## config.mk

```make
export PLATFORM = sky130hd
export DESIGN_NAME = cla_seq_adder_flat
export DESIGN_NICKNAME = d
export VERILOG_FILES = /design/src/rtl/cla_seq_adder_if.sv /design/src/rtl/cla_seq_adder.sv /design/src/flat_wrapper.sv
export SDC_FILE = /design/constraint.sdc
export NUM_CORES = 1
export LEC_CHECK = 0
export CAP_MARGIN = 20
export CORE_MARGIN = 5
export CORE_UTILIZATION = 45
export CTS_CLUSTER_DIAMETER = 150
export DETAILED_ROUTE_END_ITERATION = 16
export PLACE_DENSITY = 0.72
export SETUP_SLACK_MARGIN = 0.4
export SYNTH_ARGS = -nofsm -noshare
export SYNTH_HDL_FRONTEND = slang
export SYNTH_SLANG_ARGS = --single-unit
```

## constraint.sdc

```tcl
create_clock -name i_clk -period 3.1 [get_ports i_clk]
set_clock_uncertainty 0.2 [all_clocks]
set_input_delay 0.31 -clock i_clk [delete_from_list [all_inputs] [get_ports i_clk]]
set_output_delay 0.31 -clock i_clk [all_outputs]
set_load 0.02 [all_outputs]
```

## src/rtl/cla_seq_adder_if.sv

```systemverilog
// Operand/result handshake bundle for the sequential carry-lookahead adder.
// The adder takes the slave side; the producer/consumer takes the master side.
interface cla_seq_adder_if #(
  parameter int WIDTH = 16
);
  logic             i_valid;
  logic             o_ready;
  logic [WIDTH-1:0] i_add_1;
  logic [WIDTH-1:0] i_add_2;
  logic             i_carry;
  logic             i_sub;
  logic             o_valid;
  logic             i_ready;
  logic [WIDTH:0]   op_result;
  logic             o_overflow;

  modport slave (
    input  i_valid, i_add_1, i_add_2, i_carry, i_sub, i_ready,
    output o_ready, o_valid, op_result, o_overflow
  );

  modport master (
    output i_valid, i_add_1, i_add_2, i_carry, i_sub, i_ready,
    input  o_ready, o_valid, op_result, o_overflow
  );
endinterface

```

## src/rtl/cla_seq_adder.sv

```systemverilog
// Multi-cycle adder/subtractor: one GROUP-bit carry-lookahead slice per cycle,
// slice carry held in a register, valid/ready handshakes on both sides.
module cla_seq_adder #(
  parameter int WIDTH = 16,
  parameter int GROUP = 4
) (
  input  logic            i_clk,
  input  logic            i_rst_n,
  cla_seq_adder_if.slave  bus
);
  localparam int NSEG = WIDTH / GROUP;
  localparam int CW   = (NSEG > 1) ? $clog2(NSEG) : 1;

  typedef enum logic [1:0] {IDLE, CALC, DONE} state_t;

  state_t           state_q, state_d;
  logic [WIDTH-1:0] a_q, a_d;
  logic [WIDTH-1:0] b_q, b_d;
  logic [WIDTH-1:0] sum_q, sum_d;
  logic             carry_q, carry_d;
  logic             cout_q, cout_d;
  logic             ovf_q, ovf_d;
  logic [CW-1:0]    cnt_q, cnt_d;

  logic [GROUP-1:0] sa, sb, g, p, s;
  logic [GROUP:0]   gx;
  logic [GROUP:0]   c;
  logic             prod;
  logic             cv;

  assign sa = a_q[cnt_q*GROUP +: GROUP];
  assign sb = b_q[cnt_q*GROUP +: GROUP];
  assign gx = {g, carry_q};

  for (genvar gi = 0; gi < GROUP; gi++) begin : g_bit
    assign g[gi] = sa[gi] & sb[gi];
    assign p[gi] = sa[gi] | sb[gi];
    assign s[gi] = sa[gi] ^ sb[gi] ^ c[gi];
  end

  // Each carry is a flat sum of products: generate at bit j (or slice cin)
  // ANDed with every propagate above it, so no carry depends on another.
  always_comb begin
    c    = '0;
    prod = 1'b0;
    cv   = 1'b0;
    c[0] = carry_q;
    for (int i = 0; i < GROUP; i++) begin
      cv = 1'b0;
      for (int j = 0; j <= i + 1; j++) begin
        prod = gx[j];
        for (int m = j; m <= i; m++) begin
          prod = prod & p[m];
        end
        cv = cv | prod;
      end
      c[i+1] = cv;
    end
  end

  always_comb begin
    state_d = state_q;
    a_d     = a_q;
    b_d     = b_q;
    sum_d   = sum_q;
    carry_d = carry_q;
    cout_d  = cout_q;
    ovf_d   = ovf_q;
    cnt_d   = cnt_q;
    case (state_q)
      IDLE: begin
        if (bus.i_valid) begin
          a_d     = bus.i_add_1;
          b_d     = bus.i_sub ? ~bus.i_add_2 : bus.i_add_2;
          carry_d = bus.i_sub ^ bus.i_carry;
          cnt_d   = '0;
          state_d = CALC;
        end
      end
      CALC: begin
        sum_d[cnt_q*GROUP +: GROUP] = s;
        carry_d = c[GROUP];
        if (cnt_q == CW'(NSEG - 1)) begin
          cout_d  = c[GROUP];
          ovf_d   = c[GROUP] ^ c[GROUP-1];
          state_d = DONE;
        end else begin
          cnt_d = cnt_q + 1'b1;
        end
      end
      DONE: begin
        if (bus.i_ready) begin
          state_d = IDLE;
        end
      end
      default: state_d = IDLE;
    endcase
  end

  always_ff @(posedge i_clk) begin
    if (!i_rst_n) begin
      state_q <= IDLE;
      a_q     <= '0;
      b_q     <= '0;
      sum_q   <= '0;
      carry_q <= 1'b0;
      cout_q  <= 1'b0;
      ovf_q   <= 1'b0;
      cnt_q   <= '0;
    end else begin
      state_q <= state_d;
      a_q     <= a_d;
      b_q     <= b_d;
      sum_q   <= sum_d;
      carry_q <= carry_d;
      cout_q  <= cout_d;
      ovf_q   <= ovf_d;
      cnt_q   <= cnt_d;
    end
  end

  assign bus.o_ready    = (state_q == IDLE) & i_rst_n;
  assign bus.o_valid    = (state_q == DONE);
  assign bus.op_result  = {cout_q, sum_q};
  assign bus.o_overflow = ovf_q;
endmodule

```

## src/flat_wrapper.sv

```systemverilog
// flat-port wrapper written by rule: the top's interface ports become plain ports
module cla_seq_adder_flat 
#(
  parameter int WIDTH = 16,
  parameter int GROUP = 4
)
  (i_clk, i_rst_n, bus_i_valid, bus_i_add_1, bus_i_add_2, bus_i_carry, bus_i_sub, bus_i_ready, bus_o_ready, bus_o_valid, bus_op_result, bus_o_overflow);
  cla_seq_adder_if #(.WIDTH(WIDTH)) bus_i ();
  input  logic i_clk;
  input  logic i_rst_n;
  input wire logic [$bits(bus_i.i_valid)-1:0] bus_i_valid;
  input wire logic [$bits(bus_i.i_add_1)-1:0] bus_i_add_1;
  input wire logic [$bits(bus_i.i_add_2)-1:0] bus_i_add_2;
  input wire logic [$bits(bus_i.i_carry)-1:0] bus_i_carry;
  input wire logic [$bits(bus_i.i_sub)-1:0] bus_i_sub;
  input wire logic [$bits(bus_i.i_ready)-1:0] bus_i_ready;
  output wire logic [$bits(bus_i.o_ready)-1:0] bus_o_ready;
  output wire logic [$bits(bus_i.o_valid)-1:0] bus_o_valid;
  output wire logic [$bits(bus_i.op_result)-1:0] bus_op_result;
  output wire logic [$bits(bus_i.o_overflow)-1:0] bus_o_overflow;
  assign bus_i.i_valid = bus_i_valid;
  assign bus_i.i_add_1 = bus_i_add_1;
  assign bus_i.i_add_2 = bus_i_add_2;
  assign bus_i.i_carry = bus_i_carry;
  assign bus_i.i_sub = bus_i_sub;
  assign bus_i.i_ready = bus_i_ready;
  assign bus_o_ready = bus_i.o_ready;
  assign bus_o_valid = bus_i.o_valid;
  assign bus_op_result = bus_i.op_result;
  assign bus_o_overflow = bus_i.o_overflow;
  cla_seq_adder #(.WIDTH(WIDTH), .GROUP(GROUP)) u_core (.i_clk(i_clk), .i_rst_n(i_rst_n), .bus(bus_i));
endmodule
```

-- Word-level counts from Yosys, hierarchy flattened
Cells that the tools add are included.
- flip-flop bits (word level): 55
- bits of input ports: 38
- logic and storage cells: 79
- add/subtract/negate cells: 2
- equality and inequality tests: 7
- shift-type cells: 4
- mux-type cells: 11
- bitwise logic cells: 40
- reductions and logical operators: 7
- operators by type and width (kind ; count):
    4-bit negation with 34-bit output ; 1
    4-bit by 34-bit variable shift with 16-bit output, first input constant ; 1
    4-bit by 34-bit variable part select with 16-bit output ; 1
    16-bit by 5-bit variable part select with 4-bit output ; 2
    16-bit bitwise mux ; 1
    16-bit 2-to-1 mux ; 1
    16-bit inverter ; 1
    1-bit bitwise AND ; 15
    1-bit bitwise OR ; 14
    2-bit 2-to-1 mux ; 5
    1-bit bitwise XOR ; 10
    2-bit inequality test, second input constant ; 3
    2-bit case mux with 3 select lines ; 1
    2-bit AND reduction ; 3
    3-bit AND reduction ; 2
    2-bit == test, second input constant ; 2
    2-bit case mux with 2 select lines ; 1
    2-bit by 1-bit adder with 2-bit output, second input constant ; 1
    2-bit by 1-bit == test with 1-bit output, second input constant ; 1
    2-bit logical NOT ; 1
    2-bit by 1-bit inequality test with 1-bit output, second input constant ; 1
    1-bit case mux with 2 select lines ; 1
    2-bit nonzero test ; 1
    1-bit 2-to-1 mux ; 1

-- Longest topological paths before layout
Gate-level depths: netlist (run 1).
- word-level depth: 11
- gate-level depth with buffers: 9
- depth with buffers taken out: 8

-- Worst setup path after synthesis (run 1)
OpenSTA, ideal clock, no wires.
- kind: reg-to-reg
- start point: reg u_core.cnt_q[0]
- end point: reg u_core.sum_q[11]
- data arrival time: 2145 ps
- required time: 2771 ps
- setup slack: 625 ps
- cell stages (with the launch flop): 10
- buffers on the path: 1
- period minus slack after synthesis: 2475 ps
- cell sequence: dfxtp_1 -> buf_4 -> mux4_2 -> inv_1 -> ha_1 -> nor2b_1 -> o21ai_0 -> nand2_1 -> xnor2_1 -> o21ai_0
- longest elaborated chain between the ends: 11
- elaborated cells on any way between the ends: 32
- RTL lines (what ; RTL line ; text):
    start: declaration ; cla_seq_adder.sv:23 ; logic [CW-1:0] cnt_q, cnt_d;
    start signal: assignment ; cla_seq_adder.sv:118 ; cnt_q <= cnt_d;
    16-bit by 5-bit variable part select with 4-bit output, on equally long branches ; cla_seq_adder.sv:31, cla_seq_adder.sv:32 ;
    1-bit bitwise OR ; cla_seq_adder.sv:37 ; assign p[gi] = sa[gi] | sb[gi];
    1-bit bitwise AND (3 in series) ; cla_seq_adder.sv:53 ; prod = prod & p[m];
    1-bit bitwise OR (3 in series) ; cla_seq_adder.sv:55 ; cv = cv | prod;
    1-bit bitwise XOR ; cla_seq_adder.sv:38 ; assign s[gi] = sa[gi] ^ sb[gi] ^ c[gi];
    4-bit by 34-bit variable part select with 16-bit output ; cla_seq_adder.sv:81 ; sum_d[cnt_q*GROUP +: GROUP] = s;
    16-bit bitwise mux * ; cla_seq_adder.sv:81 ;
    end signal: assignment ; cla_seq_adder.sv:114 ; sum_q <= sum_d;
    end: declaration ; cla_seq_adder.sv:19 ; logic [WIDTH-1:0] sum_q, sum_d;
Mark *: on every way between the ends. The rest lies on a longest branch, timed or not.
A chain may end at the register's enable or synchronous reset.

-- Worst setup path after layout (run 1)
- start point: reg u_core.cnt_q[0]
- end point: reg u_core.sum_q[10]
The elaborated chain is that of the path after synthesis.

==> results of run 1 <==
-- repair_timing --
| action | 4_1_cts | 5_1_grt |
|---|---|---|
| setup endpoints to repair | 0 | 8 |
| resized for setup | 0 | 2 |
| hold buffers | 0 | 0 |
-- power by group through the flow --
stage / sequential [mW] / combinational (mW) / clock [mW]
after floorplan: 0.783 / 0.198 / 0
after global placement: 0.788 / 0.291 / 0
after detailed placement: 0.790 / 0.294 / 0
after CTS: 0.774 / 0.295 / 0.390
after global routing: 0.779 / 0.330 / 0.416
final: 0.773 / 0.296 / 0.382
-- metrics by stage --
step,util [%],area (µm²),hold WS (ns),std cells
3_5_place_dp,56.4,3360,0.247,411
5_1_grt,58.0,3450,0.281,419
4_1_cts,57.8,3440,0.262,419
3_3_place_gp,56.4,3360,0.238,411
6_report,58.0,3450,0.255,419
2_1_floorplan,-,2760,0.232,293
-- registers in the layout, summed over array words and instances (netlist names) --
name and flops:
u_core.cnt_q 2, u_core.a_q 16, u_core.cout_q 1, u_core.state_q 2, u_core.carry_q 1, u_core.sum_q 16, u_core.b_q 16, u_core.bus.o_overflow 1
-- worst max-delay path, cell delays in order (launching register included) --
cell	delay (ns)
dfxtp_2	0.50
mux4_2	0.59
ha_1	0.24
o31ai_1	0.28
xnor2_1	0.27
a22oi_1	0.16
nor2b_1	0.13
-- worst paths after layout --
check                        from          endpoint  slack, ns  depth (start not counted)
setup / recovery  u_core.cnt_q[0]  u_core.sum_q[10]       0.68                          6
hold / removal    u_core.sum_q[6]   u_core.sum_q[6]       0.25                          2
setup reg to reg  u_core.cnt_q[0]  u_core.sum_q[10]       0.68                          6
hold reg to reg   u_core.sum_q[6]   u_core.sum_q[6]       0.25                          2
-- layer usage --
| metal | part of all wire (%) | GRT usage, % | vias up | wire length [µm] |
|---|---|---|---|---|
| met5 | 0 | 0 | - | 0 |
| met4 | 0.93 | 2.88 | 0 | 52 |
| met3 | 5.4 | 3.26 | 7 | 301 |
| met2 | 50 | 28.1 | 51 | 2800 |
| met1 | 44 | 18.7 | 971 | 2440 |
| li1 | - | - | 1095 | - |
-- cell type report --
| type | instances | area (µm²) |
|---|---|---|
| Inverter | 12 | 45.0 |
| Sequential cell | 55 | 1100 |
| Clock buffer | 7 | 76.3 |
| Tap cell | 75 | 93.8 |
| Timing Repair Buffer | 62 | 608 |
| Fill cell | 551 | 2500 |
| Multi-Input combinational cell | 207 | 1520 |
| Clock inverter | 1 | 5.00 |
-- placed cells by master (no fill, tap or decap), drive strengths merged, types with 2 or more instances in the layout --
master         count
clkbuf             7
nor2b             16
o211a             16
dfxtp             55
clkdlybuf4s50     57
xor2               2
inv               12
nand3              9
and4               2
xnor2             18
nor2               8
a21oi              6
nand2b             2
a21boi            16
o21a               2
a22oi             11
buf                5
nand2             60
mux4               8
and2               3
ha                14
o21ai              7
-- cell families after synthesis --
logic type / Yosys count / synth area share (%)
compound gates: 60 / 16.7
xor+xnor: 20 / 6.36
fa+ha+maj: 15 / 7.08
buf+inv: 31 / 5.13
flops: 55 / 39.9
mux: 8 / 6.54
simple gates: 104 / 18.3
==> summary.md, run 1 <==
| Metric | Value |
|---|---|
| Combinational share of power | 20.4% |
| Core ar. | 0.00596 mm² |
| Total track usage | 15.4% |
| Maximum vdd drop | 0.236 mV |
| GRT overflow | 0 |
| GP Congestion | 0.804 |
| Mapped Area | 0.00276 mm² |
| CTS tree | built |
| Power share of the clock group | 26.3% |
| Area contributors post-synth | dfxtp_1 (40%), nand2_1 (8.0%), mux4_2 (6.5%), ha_1 (6.4%), o211a_1 (5.8%) |
| Synth top cells by count | nand2_1 (59), dfxtp_1 (55), xnor2_1 (18) |
| Relative slew margins | 63.9% |
| Leakage | 1.43 nW |
| Yosys reg bits | 55 |
| Vert. Die Dim | 88.3 µm |
| Antenna violations before repair | 0 |
| I/O pin cnt | 58 |
| Post-CTS Setup Repair Bufs | 0 |
| Final setup TNS | 0 ns |
| Starting Density | 46.3% |
| Final-stage net count | 396 |
| Hold Vio Cnt, Final | 0 |
| Crit path time final | 2.42 ns |
| Ys Warns | 0 |
| Sequential area share after synthesis | 39.9% |
| Half-perimeter wire length after detailed placement | 4.24 mm |
| Cell internal pwr | 1.06 mW |
| Chip width | 88.3 µm |
| Mean Syn Cell Area | 9.41 µm² |
| CTS sink cnt | 55 |
| Die area | 0.00779 mm² |
| Syn nets | 346 |
| Slew Viols, Final | 0 |
| Req. time, crit path | 3.15 ns |
| Area Overhead vs Synth | 25.2% |
| Post-Synthesis Cells | 293 |
| Drt drc | 0 |
| Root Buffer Master | clkbuf_8 |
| Slew @ Worst Pin | 0.540 ns |
| Worst-path maximum fanout | 8 |
| Sequential fraction of design power | 53.3% |
| TritonCTS Buffers | 5 |
| Critical Path AT | 2.47 ns |
| Final Cycle Share | 78.0% |
| DR pass1 iterations | 4 |
| First-pass GRT wire length | 9.51 mm |
| Iter 0 DRT Violations | 90 |
| Max clock buf depth | 2 |
| Tot Pwr | 1.45 mW |
| Most frequent cell after synthesis | nand2_1 |
| Htree depth | 2 |
| Final WS setup | 0.682 ns |
| Post-route ant nets | 0 |
| P_sw | 392 µW |
| Largest net degree at the start of global routing | 62 |
| Post-synth EDFFs | 0 |
| Sw Share | 27.0% |
| Via count | 2124 |
| Post-synth top area cell | dfxtp_1 |
| Antenna diodes | 0 |
| Post-synth top area share | 39.9% |
| Drt total wl | 5.59 mm |
| Asr flop ratio synth | 0% |
| Crit Path Category | flop to flop |
| RSZ-0062 raised after global routing | no |
| Hold Path Class | flop to flop |
| Site Rows | 28 |
| Port Buffers | 57 |
| CP endpoint kind | flop |
| Crit start category | flop |
| Max_cap viols | 0 |
| PD cells | 420 mW/mm² |
| Status | completed |
| Final setup violation count | 0 |
| Share of cells above drive strength 1 | 6.98% |
| Synth cell types | 33 |
| Clk_lat worst skew | 0.30 ns |
| Wirelength per Cell | 13.3 µm |
| Vias in the first global route | 2100 |
| Routed vias/inst | 5.07 |
| Clock transition at path regs | 0.10 ns |
| Synth Flop Type | dfxtp_1 |
| Max Fclk | 414 MHz |
| Pre-CTS setup slack | 0.476 ns |
Power figures use the tool's default switching activity.
==> run 2: changes to the inputs <==
--- a/config.mk
+++ b/config.mk
@@ -10,7 +10,7 @@
 export CORE_UTILIZATION = 45
 export CTS_CLUSTER_DIAMETER = 150
 export DETAILED_ROUTE_END_ITERATION = 16
-export PLACE_DENSITY = 0.72
+export PLACE_DENSITY = 0.75
 export SETUP_SLACK_MARGIN = 0.4
 export SYNTH_ARGS = -nofsm -noshare
 export SYNTH_HDL_FRONTEND = slang
==> constraint.sdc (replaced) <==
create_clock -name i_clk -period 2.2 [get_ports i_clk]
set_clock_uncertainty 0.2 [all_clocks]
set_input_delay 0.22 -clock i_clk [delete_from_list [all_inputs] [get_ports i_clk]]
set_output_delay 0.22 -clock i_clk [all_outputs]
set_load 0.02 [all_outputs]
==> summary.md, run 2 (same netlist as run 1, synthesis figures left out) <==
| Metric | Value |
|---|---|
| Core ar. | 0.00596 mm² (unchanged) |
| Critical Path AT | 2.25 ns (was 2.47 ns) |
| Leakage | 1.50 nW (was 1.43 nW) |
| Cell internal pwr | 1.66 mW (was 1.06 mW) |
| Violated checks | negative setup slack |
| Commonest non-fill, non-tap cells in the layout | nand2_1 (58), clkdlybuf4s50_1 (55), dfxtp_1 (53), xnor2_1 (16), o211a_1 (16) (was nand2_1 (59), clkdlybuf4s50_1 (57), dfxtp_1 (54), xnor2_1 (17)) |
| Layout fillers | 527 (was 551) |
| Share of cells above drive strength 1 | 16.2% (was 6.98%) |
| Port Buffers | 57 (unchanged) |
| CTS tree | built (unchanged) |
| Status | finished with violations (was completed) |
| Site Rows | 28 (unchanged) |
| Die area | 0.00779 mm² (unchanged) |
| Vias in the first global route | 2097 (was 2100) |
| Final Core Density | 61.9% (was 58.0%) |
| I/O pin cnt | 58 (unchanged) |
| Maximum vdd drop | 0.328 mV (was 0.236 mV) |
| TritonCTS Buffers | 5 (unchanged) |
| CP endpoint kind | flop (unchanged) |
| Combinational share of power | 22.3% (was 20.4%) |
| First-pass GRT wire length | 9.59 mm (was 9.51 mm) |
| P_sw | 611 µW (was 392 µW) |
| CTS sink cnt | 55 (unchanged) |
| Crit path time final | 2.24 ns (was 2.42 ns) |
| Clock transition at path regs | 0.10 ns (about the same) |
| Slew Viols, Final | 0 (unchanged) |
| GP Congestion | 0.821 (was 0.804) |
| Final-stage net count | 403 (was 396) |
| GRT overflow | 0 (unchanged) |
| Chip width | 88.3 µm (unchanged) |
| Root Buffer Master | clkbuf_8 (unchanged) |
| Max clock buf depth | 2 (unchanged) |
| Half-perimeter wire length after detailed placement | 4.44 mm (was 4.24 mm) |
| Final setup violation count | 12 (was 0) |
| Final WS setup | -0.0444 ns (was 0.682 ns) |
| Final instance area | 0.00369 mm² (was 0.00345 mm²) |
| Max_cap viols | 0 (unchanged) |
| Worst-path maximum fanout | 8 (unchanged) |
| Starting Density | 46.3% (unchanged) |
| WHS | 0.252 ns (was 0.255 ns) |
| Clk_lat worst skew | 0.31 ns (was 0.30 ns) |
| Power share of the clock group | 29.7% (was 26.3%) |
| Regs by FF count | u_core.a_q (16), u_core.b_q (16), u_core.sum_q (16) (unchanged) |
| Req. time, crit path | 2.21 ns (was 3.15 ns) |
| Sequential fraction of design power | 48.0% (was 53.3%) |
| Hold Vio Cnt, Final | 0 (unchanged) |
| Largest net degree at the start of global routing | 62 (unchanged) |
| Wirelength per Cell | 14.0 µm (was 13.3 µm) |
| Slew @ Worst Pin | 0.507 ns (was 0.540 ns) |
| Vert. Die Dim | 88.3 µm (unchanged) |
| Drt total wl | 5.95 mm (was 5.59 mm) |
| RSZ-0062 raised after global routing | yes (was no) |
| Relative slew margins | 66.2% (was 63.9%) |
| Final Cycle Share | 102% (was 78.0%) |
| Antenna violations before repair | 0 (unchanged) |
| Drt drc | 0 (unchanged) |
| DR pass1 iterations | 4 (unchanged) |
| Area Overhead vs Synth | 33.7% (was 25.2%) |
| Total track usage | 15.4% (about the same) |
| Via count | 2199 (was 2124) |
| Hold Path Class | primary input to flop (was flop to flop) |
| Iter 0 DRT Violations | 79 (was 90) |
| Post-route ant nets | 0 (unchanged) |
| Crit Path Category | flop to flop (unchanged) |
| Crit start category | flop (unchanged) |
| Htree depth | 2 (unchanged) |
| Max Fclk | 446 MHz (was 414 MHz) |
| PD cells | 616 mW/mm² (was 420 mW/mm²) |
| Placed inst area | 0.00342 mm² (was 0.00336 mm²) |
| Antenna diodes | 0 (unchanged) |
| Sw Share | 26.9% (was 27.0%) |
| Commonest non-fill, non-tap cell in the layout | nand2_1 (unchanged) |
| Routed vias/inst | 5.16 (was 5.07) |
[run 2: cell types whose count changed in the layout (fill, tap and decap cells not counted), moves of 3 or more]
cell / change
a22oi_1: -6
a22oi_2: +6
buf_4: +4
ha_1: -4
inv_1: -4
inv_2: +4
ha_2: +3
o21ai_0: -3
[run 2: power by group through the flow]
stage | logic, mW | clock network, mW | registers, mW
after floorplan | 0.295 | 0 | 1.10
after global placement | 0.430 | 0 | 1.11
after detailed placement | 0.440 | 0 | 1.11
after CTS | 0.466 | 0.677 | 1.09
after global routing | 0.554 | 0.716 | 1.09
final | 0.507 | 0.673 | 1.09
[run 2: worst paths after layout]
kind / from / to / slack, ns / cells after the start
setup / recovery: u_core.cnt_q[0] / u_core.sum_q[10] / -0.04 / 8
hold / removal: bus_i_add_1[7] / u_core.a_q[7] / 0.25 / 3
setup reg to reg: u_core.cnt_q[0] / u_core.sum_q[10] / -0.04 / 8
hold reg to reg: u_core.a_q[7] / u_core.a_q[7] / 0.26 / 2
[run 2: critical path, cell delays in order, from the launching register on]
cell and delay (ns):
dfxtp_4 0.43, mux4_2 0.58, inv_2 0.09, ha_4 0.14
nor2b_4 0.05, o31ai_4 0.27, xnor2_2 0.13, a22oi_1 0.19
nor2b_1 0.06
[run 2: what timing repair did]
action | CTS | global route
resized for setup | 15 | 19
endpoints found under the setup margin | 22 | 21
buffers inserted | 2 | 3
pin swaps | 7 | 13
hold buffers | 0 | 0
[run 2: per-stage QoR]
step | std cells | TNS, ns | total power [mW] | worst slack (ns)
after global placement | 413 | 0 | 1.54 | 0.00339
after floorplan | 293 | -0.0182 | 1.40 | -0.0160
after global routing | 426 | -1.67 | 2.36 | -0.153
after CTS | 423 | -0.194 | 2.23 | -0.0439
final | 426 | -0.240 | 2.27 | -0.0444
after detailed placement | 413 | -0.215 | 1.55 | -0.0746
[run 2: cell type report]
type                       instances  area, µm²  area share (%)
multi-input combinational        207       1650            44.7
sequential                        55       1110            30.0
timing repair buffer              69        683            18.5
tap                               75       93.8            2.55
clock buffer                       6       72.6            1.97
inverter                          12       45.0            1.22
clock inverter                     2       37.5            1.02
[run 2: layer usage]
metal,vias up,routed length (µm),global-route usage [%]
met5,-,0,0
met4,0,49,3.85
met3,5,308,3.07
met2,50,2960,27.7
met1,1038,2630,19.0
li1,1106,-,-
